$ cat src/rtl/uart_rx_fifo.sv
// rtl/uart_rx_fifo.sv - receive-side byte FIFO fed by a UART receiver's level flag
//
// Purpose:
//   Detects each new byte from the receiver's level-type rx_full flag and
//   buffers bytes in a 2**ADDR_W entry circular FIFO. The bytes are presented
//   first-word-fall-through on a valid/ready port. A sticky overflow flag
//   records any byte dropped while the FIFO was full.
//
// Ports:
//   clk       in   system clock, rising edge
//   rst       in   asynchronous active-low reset
//   rx_full   in   receiver "byte received" level flag
//   rx_byte   in   receiver latched byte, valid while rx_full = 1
//   rd_data   out  head-of-FIFO byte, meaningful while rd_valid = 1
//   rd_valid  out  FIFO non-empty
//   rd_ready  in   consumer accepts rd_data this cycle
//   count     out  stored byte count, 0..DEPTH
//   full      out  count == DEPTH
//   overflow  out  sticky byte-dropped flag
//   ovf_clr   in   synchronous clear of overflow (a same-cycle drop wins)
module uart_rx_fifo #(
    parameter int ADDR_W = 4
) (
    input  logic              clk,
    input  logic              rst,
    input  logic              rx_full,
    input  logic [7:0]        rx_byte,
    output logic [7:0]        rd_data,
    output logic              rd_valid,
    input  logic              rd_ready,
    output logic [ADDR_W:0]   count,
    output logic              full,
    output logic              overflow,
    input  logic              ovf_clr
);

    localparam int DEPTH = 2 ** ADDR_W;

    logic              rx_full_q, rx_full_d;
    logic [ADDR_W-1:0] wr_ptr_q, wr_ptr_d;
    logic [ADDR_W-1:0] rd_ptr_q, rd_ptr_d;
    logic [ADDR_W:0]   count_q, count_d;
    logic              overflow_q, overflow_d;
    logic [7:0]        mem_q [DEPTH];

    logic push;
    logic pop;
    logic wr_en;
    logic drop;

    // Status comes from the count register alone, so rd_ready never reaches
    // rd_valid/full/count combinationally. count never exceeds DEPTH, so its
    // MSB alone marks the full state.
    assign rd_valid = (count_q != '0);
    assign full     = count_q[ADDR_W];
    assign count    = count_q;
    assign overflow = overflow_q;
    assign rd_data  = mem_q[rd_ptr_q];

    always_comb begin
        push       = rx_full & ~rx_full_q;
        pop        = rd_valid & rd_ready;
        // When full, a write is only possible if the head leaves this cycle.
        wr_en      = push & (~full | pop);
        drop       = push & full & ~pop;

        rx_full_d  = rx_full;
        wr_ptr_d   = wr_ptr_q;
        rd_ptr_d   = rd_ptr_q;
        count_d    = count_q;
        overflow_d = overflow_q;

        if (wr_en) begin
            wr_ptr_d = wr_ptr_q + ADDR_W'(1);
        end
        if (pop) begin
            rd_ptr_d = rd_ptr_q + ADDR_W'(1);
        end
        if (wr_en && !pop) begin
            count_d = count_q + (ADDR_W+1)'(1);
        end else if (pop && !wr_en) begin
            count_d = count_q - (ADDR_W+1)'(1);
        end

        if (drop) begin
            overflow_d = 1'b1;
        end else if (ovf_clr) begin
            overflow_d = 1'b0;
        end
    end

    // rx_full_q resets high so a flag already set at reset release is not
    // mistaken for a fresh byte.
    always_ff @(posedge clk or negedge rst) begin
        if (!rst) begin
            rx_full_q  <= 1'b1;
            wr_ptr_q   <= '0;
            rd_ptr_q   <= '0;
            count_q    <= '0;
            overflow_q <= 1'b0;
        end else begin
            rx_full_q  <= rx_full_d;
            wr_ptr_q   <= wr_ptr_d;
            rd_ptr_q   <= rd_ptr_d;
            count_q    <= count_d;
            overflow_q <= overflow_d;
        end
    end

    // Storage is deliberately not reset; rd_data is don't-care while empty.
    always_ff @(posedge clk) begin
        if (wr_en) begin
            mem_q[wr_ptr_q] <= rx_byte;
        end
    end

endmodule
$ cat config.mk
export PLATFORM = sky130hd
export DESIGN_NAME = uart_rx_fifo
export DESIGN_NICKNAME = d
export VERILOG_FILES = /design/src/rtl/uart_rx_fifo.sv
export SDC_FILE = /design/constraint.sdc
export NUM_CORES = 1
export LEC_CHECK = 0
export CAP_MARGIN = 20
export CORE_UTILIZATION = 35
export CTS_CLUSTER_SIZE = 12
export DETAILED_ROUTE_END_ITERATION = 16
export SYNTH_ARGS = -nofsm -noshare
export SYNTH_HDL_FRONTEND = slang
export SYNTH_SLANG_ARGS = --single-unit
$ cat constraint.sdc
create_clock -name clk -period 3.65 [get_ports clk]
set_input_delay 0.73 -clock clk [delete_from_list [all_inputs] [get_ports clk]]
set_output_delay 0.73 -clock clk [all_outputs]
set_load 0.02 [all_outputs]
==> metrics.csv <==
stage;metric;value;unit
drt;drc;0;
cells_and_area;syn_to_final_growth;20.72;%
yosys;synthMuxAreaShare;12.01;%
yosys;async_flop_share;10.49;%
cts;h-tree-depth;4;
power_and_ir_drop;power.total;0.005562;W
drt;drtIter0Drc;188;
drt;ant_nets;0;
sta;slew_headroom;44.62;%
yosys;synth-xor-area-share;1.502;%
run_status;outcome;finished clean;
worst_setup_path;reg2reg_from;count[0];
sta;final.setup.tns;0;ns
sta;rsz0062_at_grt;no;
placement;hpwlAfterDp;7.793;mm
yosys;synth_nets;363;
placement;portBuffers;28;
worst_setup_path;r2r_slack;1.11;ns
min_path;holdCritStartpoint;overflow;
floorplan;fp.dieW;131.1;um
sta;period_minus_slack;3.462;ns
yosys;synth.top_cells.by_area;edfxtp_1 (66%), mux4_2 (6.2%), dfrtp_1 (6.0%);
power_and_ir_drop;leakagePower;2.452;nW
drt;wl_per_cell;19.00;um
sta;final_hold_viol_count;0;
floorplan;dieArea;0.01719;sq mm
drt;vias;3058;
yosys;synthAdderAreaFrac;2.274;%
min_path;hold_depth;2;
cts;postCtsSetupBuffers;0;
worst_setup_path;crit_path_end_kind;primary output;
global_route;grt_max_degree;21;
yosys;netlist_instances;340;
worst_setup_path;worstSetupStartpointType;flop;
floorplan;rows;46;
power_and_ir_drop;p_per_area;789.9;mW/mm^2
sta;tightest_slew;0.8277;ns
job;cap_violations;0;
yosys;ys_warn_count;0;
sta;max_freq;288.9;MHz
power_and_ir_drop;peakVddDrop;0.3943;mV
worst_setup_path;critPathKind;reg2out;
cts;cts_tree;yes;
global_route;grt_first_pass_wirelength;18.30;mm
cts;cts_root_buffer;clkbuf_16;
floorplan;ios;29;
yosys;synth_most_common_cell;edfxtp_1;
yosys;ys.flop_type;edfxtp_1;
cts;cts_buffer_depth;2;
floorplan;start_util;36.33;%
sta;final_max_slew_viol_count;0;
yosys;avgSynthCellArea;17.16;sq um
worst_setup_path;r2r_cells;11;
min_path;worstHoldEndpoint;overflow;
yosys;synth-seq-cells;143;
global_route;grt_overflow;0;
min_path;hp-class;reg2reg;
yosys;synth_edf_count;128;
yosys;synth_top_family_by_area;multiplexers;
yosys;ys_seq_area_share;72.35;%
yosys;yosysTopAreaCell;edfxtp_1;
worst_setup_path;crit_arrival;2.73;ns
cts;cts_buffers;17;
global_route;grt_pass1_vias;3208;
sta;skew;0.007545;ns
drt;wirelength;11.82;mm
drt;drtPass1Iterations;4;
worst_setup_path;cp.required;2.92;ns
global_route;grt_usage;15.29;%
cells_and_area;diodes;0;
cts;clk_latency;0.42;ns
global_route;antenna_found_initial;0;
yosys;synth_compound_area_share;5.448;%
placement;place.gp.congestion;0.7212;
yosys;ys_types;31;
yosys;yosysTopAreaCellShare;65.89;%
cts;clock-sinks;143;
worst_setup_path;rr_endpoint;count[4];
cells_and_area;nNetsFinal;416;
sta;holdWs;0.5591;ns
sta;timing.final.crit_share;94.85;%
floorplan;die_h;131.1;um
yosys;synth_commonest_cells;edfxtp_1 (128), mux2i_1 (25), nand2_1 (23), o21ai_0 (20), mux4_2 (16);
cells_and_area;drive_above_1_share;19.95;%
worst_setup_path;cp_max_fo;18;
drt;viasPerCell;4.916;
sta;setup_violations;0;
yosys;mappedNetlistArea;0.005833;sq mm
yosys;yosys.area_share.simple;3.604;%
floorplan;core-area;0.01606;sq mm
cts;clk_pin_slew;0.06;ns
==> per-stage QoR <==
stage	instances	setup WS (ns)	instance area [sq um]	utilization (%)
floorplan	340	1.146	5833	-
global placement	590	0.5127	6456	40.21
detailed placement	590	0.4693	6456	40.21
CTS	622	0.006281	7027	43.76
global route	622	0.03208	7042	43.85
finish	622	0.1881	7042	43.85
==> power breakdown <==
part	switching (W)	total, W	internal, W
Clock	0.000656	0.00166	0.000999
Sequential	0.000181	0.00211	0.00192
Combinational	0.000957	0.00180	0.000845
Total	0.00179	0.00556	0.00377
==> layer usage <==
metal	GRT usage (%)	wire length [um]	part of all wire (%)	vias to the layer above
met3	2.922	358	3.0	21
met1	19.84	5417	46	1554
li1	-	-	-	1420
met4	6.964	255	2.2	0
met2	24.99	5787	49	63
met5	0	0	0	-
==> layout make-up <==
class	count	area [sq um]
Multi-Input combinational cell	170	1461
Sequential cell	143	4224
Fill cell	1376	9016
Tap cell	216	270.3
Timing Repair Buffer	51	478.0
Clock buffer	17	425.4
Inverter	10	37.54
Clock inverter	15	145.1
==> cell usage in the layout, fill, tap and decap left out, types with 9 or more instances in the layout <==
master,count
mux4_2,16
inv_1,10
nand2_1,23
ha_1,9
clkdlybuf4s50_1,28
o21ai_0,20
mux2i_1,25
a21oi_1,11
dfrtp_1,13
clkbuf_16,17
edfxtp_1,128
nor2_1,15
buf_4,21
==> flip-flops by register name (all words and copies together) (netlist names) <==
name and flops:
count 5, mem_q 128, wr_ptr_q 4, overflow 1, rd_ptr_q 4, rx_full_q 1
==> worst max-delay path, stage by stage, from the launching register on <==
cell and delay, ns:
dfrtp_4 0.61, buf_12 0.22, buf_12 0.15, mux4_2 0.49, a22oi_1 0.20, nand2_1 0.08
clkdlybuf4s50_1 0.55
==> cell families after synthesis <==
| family | Yosys count |
|---|---|
| compound gates | 51 |
| xor+xnor | 10 |
| fa+ha+maj | 10 |
| buf+inv | 27 |
| flops | 143 |
| mux | 49 |
| simple gates | 50 |
==> timing repair <==
action                     4_1_cts  5_1_grt
hold buffers                     0        0
setup endpoints to repair        0        8
gates resized for setup          0        3
==> worst max path at each step <==
stage                            from         end  slack, ns
after detailed placement      rx_full    count[4]       0.47
after global routing      rd_ptr_q[0]  rd_data[1]       0.03
final                     rd_ptr_q[0]  rd_data[7]       0.19
after floorplan              rd_ready    count[4]       1.15
after CTS                 rd_ptr_q[0]  rd_data[4]      0.006
after global placement    rd_ptr_q[0]  rd_data[2]       0.51
Power figures use the tool's default switching activity.
